**src/rtl/spam_csr_pkg.sv**
```systemverilog
// rtl/spam_csr_pkg.sv - shared constants and types for the SPAM CSR write dispatcher
package spam_csr_pkg;

    localparam int SPAM_ADDR_W  = 16;
    localparam int SPAM_DATA_W  = 32;
    localparam int SLOT_FIELD_W = 4;

    typedef enum logic [0:0] {
        ST_IDLE   = 1'b0,
        ST_SETTLE = 1'b1
    } csr_wr_state_e;

    // Slot field is sized for the largest window (16 slots) so the entry layout is fixed.
    typedef struct packed {
        logic [SLOT_FIELD_W-1:0] slot;
        logic [SPAM_DATA_W-1:0]  data;
    } csr_wr_entry_t;

endpackage

```
**src/rtl/csr_wr_fifo.sv**
```systemverilog
// rtl/csr_wr_fifo.sv - parameterized synchronous FIFO buffering decoded CSR writes
module csr_wr_fifo #(
    parameter int DW    = 36,
    parameter int DEPTH = 4
) (
    input  logic          i_clk,
    input  logic          i_rst_b,
    input  logic          i_push,
    input  logic [DW-1:0] i_data,
    input  logic          i_pop,
    output logic          o_full,
    output logic          o_empty,
    output logic [DW-1:0] o_head
);

    localparam int AW = $clog2(DEPTH);

    logic [DW-1:0] r_mem [DEPTH];
    logic [AW:0]   r_wr_ptr;
    logic [AW:0]   r_rd_ptr;
    logic          w_full;
    logic          w_empty;
    logic          w_do_push;
    logic          w_do_pop;

    // The extra pointer MSB separates full from empty once the write pointer has wrapped.
    assign w_empty   = (r_wr_ptr == r_rd_ptr);
    assign w_full    = (r_wr_ptr[AW] != r_rd_ptr[AW]) &&
                       (r_wr_ptr[AW-1:0] == r_rd_ptr[AW-1:0]);
    assign w_do_pop  = i_pop & ~w_empty;
    assign w_do_push = i_push & (~w_full | w_do_pop);

    always_ff @(posedge i_clk) begin
        if (w_do_push) begin
            r_mem[r_wr_ptr[AW-1:0]] <= i_data;
        end
    end

    always_ff @(posedge i_clk or negedge i_rst_b) begin
        if (!i_rst_b) begin
            r_wr_ptr <= '0;
            r_rd_ptr <= '0;
        end else begin
            if (w_do_push) begin
                r_wr_ptr <= r_wr_ptr + 1'b1;
            end
            if (w_do_pop) begin
                r_rd_ptr <= r_rd_ptr + 1'b1;
            end
        end
    end

    assign o_full  = w_full;
    assign o_empty = w_empty;
    assign o_head  = r_mem[r_rd_ptr[AW-1:0]];

endmodule

```
**src/rtl/spam_csr_write_dispatch.sv**
```systemverilog
// rtl/spam_csr_write_dispatch.sv - decodes SPAM writes into CSR slots and issues them in order
module spam_csr_write_dispatch
    import spam_csr_pkg::*;
#(
    parameter int                WIDTH      = 32,
    parameter int                NCSR       = 4,
    parameter int                ADDR_W     = 16,
    parameter logic [ADDR_W-1:0] BASE_ADDR  = 16'h0100,
    parameter int                FIFO_DEPTH = 4
) (
    input  logic              clk,
    input  logic              rst_b,
    input  logic              spam_valid,
    input  logic              spam_r_nw,
    input  logic [ADDR_W-1:0] spam_addr,
    input  logic [WIDTH-1:0]  spam_wdata,
    output logic              spam_ack,
    output logic [NCSR-1:0]   csr_strobe,
    output logic [WIDTH-1:0]  csr_data,
    input  logic [NCSR-1:0]   csr_wait,
    output logic [7:0]        bad_addr_cnt
);

    localparam int OFS_W   = ADDR_W - 2;
    localparam int ENTRY_W = $bits(csr_wr_entry_t);

    csr_wr_state_e  r_state;
    logic           r_ack;
    logic [NCSR-1:0] r_strobe;
    logic [WIDTH-1:0] r_data;
    logic [7:0]     r_bad_cnt;

    logic [OFS_W-1:0] w_offset;
    logic           w_in_win;
    logic           w_write;
    logic           w_push;
    logic           w_reject;
    logic           w_pop;
    logic           w_full;
    logic           w_empty;
    logic [15:0]    w_wait_ext;
    csr_wr_entry_t  w_push_entry;
    csr_wr_entry_t  w_head;
    logic [ENTRY_W-1:0] w_head_raw;
    logic           w_unused_ok;

    // Word offset into the window; addresses below the base wrap to large values and miss.
    assign w_offset = spam_addr[ADDR_W-1:2] - BASE_ADDR[ADDR_W-1:2];
    assign w_in_win = (w_offset < OFS_W'(NCSR));

    // A write is not considered in the ack cycle, so a request held across it is taken once.
    assign w_write  = spam_valid & ~spam_r_nw & ~r_ack;
    assign w_push   = w_write & w_in_win & ~w_full;
    assign w_reject = w_write & ~w_in_win;

    always_comb begin
        w_push_entry      = '0;
        w_push_entry.slot = w_offset[SLOT_FIELD_W-1:0];
        w_push_entry.data = SPAM_DATA_W'(spam_wdata);
    end

    csr_wr_fifo #(
        .DW    (ENTRY_W),
        .DEPTH (FIFO_DEPTH)
    ) u_fifo (
        .i_clk   (clk),
        .i_rst_b (rst_b),
        .i_push  (w_push),
        .i_data  (w_push_entry),
        .i_pop   (w_pop),
        .o_full  (w_full),
        .o_empty (w_empty),
        .o_head  (w_head_raw)
    );

    assign w_head     = csr_wr_entry_t'(w_head_raw);
    assign w_wait_ext = 16'(csr_wait);
    assign w_pop      = (r_state == ST_IDLE) & ~w_empty & ~w_wait_ext[w_head.slot];

    always_ff @(posedge clk or negedge rst_b) begin
        if (!rst_b) begin
            r_state  <= ST_IDLE;
            r_strobe <= '0;
            r_data   <= '0;
        end else begin
            r_strobe <= '0;
            case (r_state)
                ST_IDLE: begin
                    if (w_pop) begin
                        r_strobe <= NCSR'(1) << w_head.slot;
                        r_data   <= w_head.data[WIDTH-1:0];
                        r_state  <= ST_SETTLE;
                    end
                end
                // One quiet cycle lets the target synchronizer raise its wait flag.
                ST_SETTLE: r_state <= ST_IDLE;
                default:   r_state <= ST_IDLE;
            endcase
        end
    end

    always_ff @(posedge clk or negedge rst_b) begin
        if (!rst_b) begin
            r_ack     <= 1'b0;
            r_bad_cnt <= '0;
        end else begin
            r_ack <= w_push | w_reject;
            if (w_reject && (r_bad_cnt != 8'hFF)) begin
                r_bad_cnt <= r_bad_cnt + 8'd1;
            end
        end
    end

    assign w_unused_ok = &{1'b0, spam_addr[1:0]};

    assign spam_ack     = r_ack;
    assign csr_strobe   = r_strobe;
    assign csr_data     = r_data;
    assign bad_addr_cnt = r_bad_cnt;

endmodule

```
**config.mk**
```make
export PLATFORM = sky130hd
export DESIGN_NAME = spam_csr_write_dispatch
export DESIGN_NICKNAME = d
export VERILOG_FILES = /design/src/rtl/spam_csr_pkg.sv /design/src/rtl/csr_wr_fifo.sv /design/src/rtl/spam_csr_write_dispatch.sv
export SDC_FILE = /design/constraint.sdc
export NUM_CORES = 1
export LEC_CHECK = 0
export BUFFER_PORTS_ARGS = -buffer_cell sky130_fd_sc_hd__buf_2
export CORE_MARGIN = 1
export CORE_UTILIZATION = 55
export CTS_CLUSTER_DIAMETER = 80
export DETAILED_ROUTE_END_ITERATION = 7
export GPL_ROUTABILITY_DRIVEN = 0
export HOLD_SLACK_MARGIN = 0.12
export PLACE_DENSITY = 0.77
export SYNTH_ARGS = -nofsm -noshare
export SYNTH_HDL_FRONTEND = slang
export SYNTH_SLANG_ARGS = --single-unit
```
**constraint.sdc**
```tcl
create_clock -name clk -period 5.5 [get_ports clk]
set_input_delay 1.1 -clock clk [delete_from_list [all_inputs] [get_ports clk]]
set_output_delay 1.1 -clock clk [all_outputs]
set_load 0.05 [all_outputs]
```
==> metrics.md <==
| Metric | Value |
|---|---|
| Worst slack after detailed placement | `1.68 ns` |
| Number of buffers inserted by post-CTS setup repair | `0` |
| Mapped cell area | `7370 um^2` |
| Reg2Reg Setup Slack | `2.02 ns` |
| Total of hold buffers inserted after clock tree synthesis | `0` |
| Aggregate global routing overflow | `0` |
| Fin. Hold Viols | `0` |
| Crit-path max FO | `38` |
| Upper clock frequency limit | `0.287 GHz` |
| Placed cell count | `about 610` |
| Count of clock tree sinks | `196` |
| R2R depth | `4` |
| Drt drc | `0` |
| Area share of the largest cell type after synthesis | `0.587` |
| Final ANT Viol Nets | `0` |
| Run status | `finished, final reports clean` |
| Final nets | `517` |
| Die Outline Area | `between 10000 and 15000 um^2` |
| H-Tree Depth | `4` |
| Top-Level Pins | `101` |
| 1st-pass router iterations | `5` |
| Rows | `roughly 40` |
| Commonest non-fill, non-tap cell in the layout | `sky130_fd_sc_hd__edfxtp_1` |
| Largest net degree at the start of global routing | `53` |
| Clock latency reported for the late side of the worst-skew pair | `0.43 ns` |
| Final Non-Filler Cells | `640` |
| Half-perimeter wire length of the detailed placement result | `just over 7000 um` |
| Max-slew headroom | `0.263` |
| Number of distinct library cells after synthesis | `31` |
| Final instance area | `8640 um^2` |
| Clock-pin slew on the worst setup and hold paths | `about 0.07 ns` |
| Fin worst setup slack | `2.02 ns` |
| Top post-synthesis cells by area | `sky130_fd_sc_hd__edfxtp_1 59%, sky130_fd_sc_hd__dfrtp_1 18%, sky130_fd_sc_hd__mux4_2 11%` |
| Diode insertion count for antenna repair | `0` |
| Required time at the worst-slack endpoint | `around 5.5 ns` |
| Synthesized Nets | `about 410` |
| Layout cell share with drive strength beyond 1 | `0.444` |
| Core Footprint | `12800 um^2` |
| Final setup fails | `0` |
| Post-CTS resize count | `0` |
| Path category of the worst min-delay check | `reg2reg` |
| CP Launch Type | `flip-flop` |
| Internal cell power | `3.09 mW` |
| Count of max-cap constraint violations | `0` |
| Clock tree from TritonCTS | `done` |
| Worst endpoint data arrival time | `3.53 ns` |
| Area leader, netlist | `sky130_fd_sc_hd__edfxtp_1` |
| NetSw | `1.57 mW` |
| Hold Path Cell Cnt | `1` |
| Setup total negative slack | `0 ns` |
| Worst-margin pin slew | `1.10 ns` |
| Clock network fraction of design power | `0.264` |
| DR vias/cell | `5.58` |
| Endpoint of the worst register-to-register path | `u_fifo.r_mem[3][20]` |
| Cell leakage power | `between 3 and 4 nW` |
| Switching fraction of total power | `0.337` |
| Number of buffers added by the clock tree synthesis step | `17` |
| Instance area after placement | `about 8000 um^2` |
| Endpoint of the worst hold path | `csr_data[9]` |
| Origin of the critical flop-to-flop path | `u_fifo.r_rd_ptr[1]` |
| Worst Setup Path Type | `reg2reg` |
| Area growth syn-to-layout | `17.3%` |
| Antenna violations before repair | `0` |
| Seq cells post-synth | `between 150 and 200` |
| Starting density of the core | `0.574` |
| Mean instance size in the synthesized netlist | `21.3 um^2` |
| Die X-Extent | `118 um` |
| Fillers | `approximately 860` |
| Post-layout min period | `around 3.5 ns` |
| Wirelength, routed | `about 13000 um` |
| Most used cells in the layout excluding fill and tap cells | `144 x sky130_fd_sc_hd__edfxtp_1, 98 x sky130_fd_sc_hd__buf_2, 50 x sky130_fd_sc_hd__dfrtp_1` |
| Total Power | `about 4.7 mW` |
| First-pass GRT wire length | `20200 um` |
| Worst vdd rail ir drop | `0.269 mV` |
| Tcrit/Tclk final | `0.633` |
| Root Buffer | `sky130_fd_sc_hd__clkbuf_16` |
| Number of buffers inserted by port buffering | `98` |
| PD cells | `539 nW/um^2` |
| Hold path start | `csr_data[9]` |
| Die Span Y | `118 um` |
| Worst clock skew on the final layout | `0.00786 ns` |
| Overall track demand over capacity in global routing | `0.200` |
| Vias in the first global route | `3860` |
| Portion of the post-synthesis area used by sequential elements | `0.764` |
| Wire length per cell after detailed routing | `19.5 um` |
| Initial detailed-routing violation count | `between 100 and 150` |
| Via total after detailed routing | `3569` |
| Crit path capture type | `flip-flop` |
| Final count of pins violating max slew | `0` |
| Sequential share of power | `0.417` |
| Yosys warns | `0` |
| Unrepaired setup endpoints after global routing | `false` |
| Maximum root-to-sink buffer count | `2` |
| Part of the power in combinational logic | `0.318` |
| Number of instances in the synthesized netlist | `~350` |
==> state kept, by name, indices dropped and copies added (netlist names) <==
register         cells
u_fifo.r_rd_ptr      3
bad_addr_cnt         8
u_fifo.r_mem       144
spam_ack             1
u_fifo.r_wr_ptr      3
r_state              1
csr_strobe           4
csr_data            32
==> worst max-delay path, stage by stage, from the launching register on <==
cell,delay (ns)
sky130_fd_sc_hd__dfrtp_2,0.99
sky130_fd_sc_hd__xnor2_1,0.21
sky130_fd_sc_hd__and3_1,0.23
sky130_fd_sc_hd__nor3b_1,0.66
sky130_fd_sc_hd__and2_2,0.99
==> worst max-delay path by stage <==
| stage | start | end | cells past startpoint |
|---|---|---|---|
| 3_5_place_dp | spam_addr[12] | u_fifo.r_mem[3][20] | 5 |
| 6_report | u_fifo.r_rd_ptr[1] | u_fifo.r_mem[3][20] | 4 |
| 5_1_grt | u_fifo.r_rd_ptr[1] | u_fifo.r_mem[3][14] | 4 |
| 2_1_floorplan | spam_addr[12] | u_fifo.r_mem[3][0] | 4 |
| 4_1_cts | u_fifo.r_rd_ptr[1] | u_fifo.r_mem[3][24] | 4 |
| 3_3_place_gp | spam_addr[7] | u_fifo.r_mem[3][20] | 5 |
==> power groups by stage <==
stage | Combinational [mW] | Clock (mW) | Sequential (mW)
2_1_floorplan | 0.777 | 0 | 2.38
3_3_place_gp | 1.47 | 0 | 1.97
3_5_place_dp | 1.50 | 0 | 1.98
4_1_cts | 1.50 | 1.25 | 1.95
5_1_grt | 1.57 | 1.30 | 1.98
6_report | 1.48 | 1.23 | 1.95
==> area by class of cell <==
| type | count | area, um^2 | share of cell area |
|---|---|---|---|
| repair buffers | 101 | 513 | 0.0594 |
| clock inverters | 6 | 66.3 | 0.00768 |
| clock buffers | 26 | 542 | 0.0627 |
| well taps | 172 | 215 | 0.0249 |
| inverters | 4 | 15.0 | 0.00174 |
| flip-flops and latches | 196 | 5630 | 0.652 |
| multi-input cells | 135 | 1660 | 0.192 |
==> cells in the mapped netlist <==
master	number
sky130_fd_sc_hd__a21oi_1	1
sky130_fd_sc_hd__a311oi_1	1
sky130_fd_sc_hd__a31oi_1	1
sky130_fd_sc_hd__and2_1	4
sky130_fd_sc_hd__and3_1	5
sky130_fd_sc_hd__and4_1	1
sky130_fd_sc_hd__buf_2	1
sky130_fd_sc_hd__buf_6	4
sky130_fd_sc_hd__clkbuf_1	6
sky130_fd_sc_hd__dfrtp_1	52
sky130_fd_sc_hd__edfxtp_1	144
sky130_fd_sc_hd__ha_1	6
sky130_fd_sc_hd__inv_1	4
sky130_fd_sc_hd__mux2_1	2
sky130_fd_sc_hd__mux2_2	32
sky130_fd_sc_hd__mux2i_1	2
sky130_fd_sc_hd__mux4_2	35
sky130_fd_sc_hd__nand2_1	9
sky130_fd_sc_hd__nand2b_1	1
sky130_fd_sc_hd__nand3_1	1
sky130_fd_sc_hd__nand4_1	1
sky130_fd_sc_hd__nor2_1	1
sky130_fd_sc_hd__nor3_1	6
sky130_fd_sc_hd__nor3b_1	2
sky130_fd_sc_hd__nor3b_4	1
sky130_fd_sc_hd__nor4_1	2
sky130_fd_sc_hd__nor4b_1	1
sky130_fd_sc_hd__o21ai_0	1
sky130_fd_sc_hd__or2_2	4
sky130_fd_sc_hd__xnor2_1	10
sky130_fd_sc_hd__xor2_1	5
==> through the flow <==
stage | hold slack [ns] | utilization
2_1_floorplan | 0.498 | -
3_3_place_gp | 0.464 | 0.626
3_5_place_dp | 0.477 | 0.626
4_1_cts | 0.492 | 0.673
5_1_grt | 0.501 | 0.673
6_report | 0.486 | 0.673
==> per-layer routing <==
metal  up-vias  global-route usage  wire length, um
met5         -                   0                0
li1       1596                   -                -
met3        18              0.0494              647
met4         0              0.0881              237
met2       125               0.337             6320
met1      1830               0.246             5300
==> logic make-up after synthesis <==
group / share of synthesized area
DFF: 0.764
muxes: 0.162
and+or+nand+nor: 0.0313
xor gates and xnor gates: 0.0178
AOI/OAI and AO/OA: 0.00340
buffers and inverters: 0.0119
adders and majority gates: 0.0102
(Power assumes the default switching activity.)
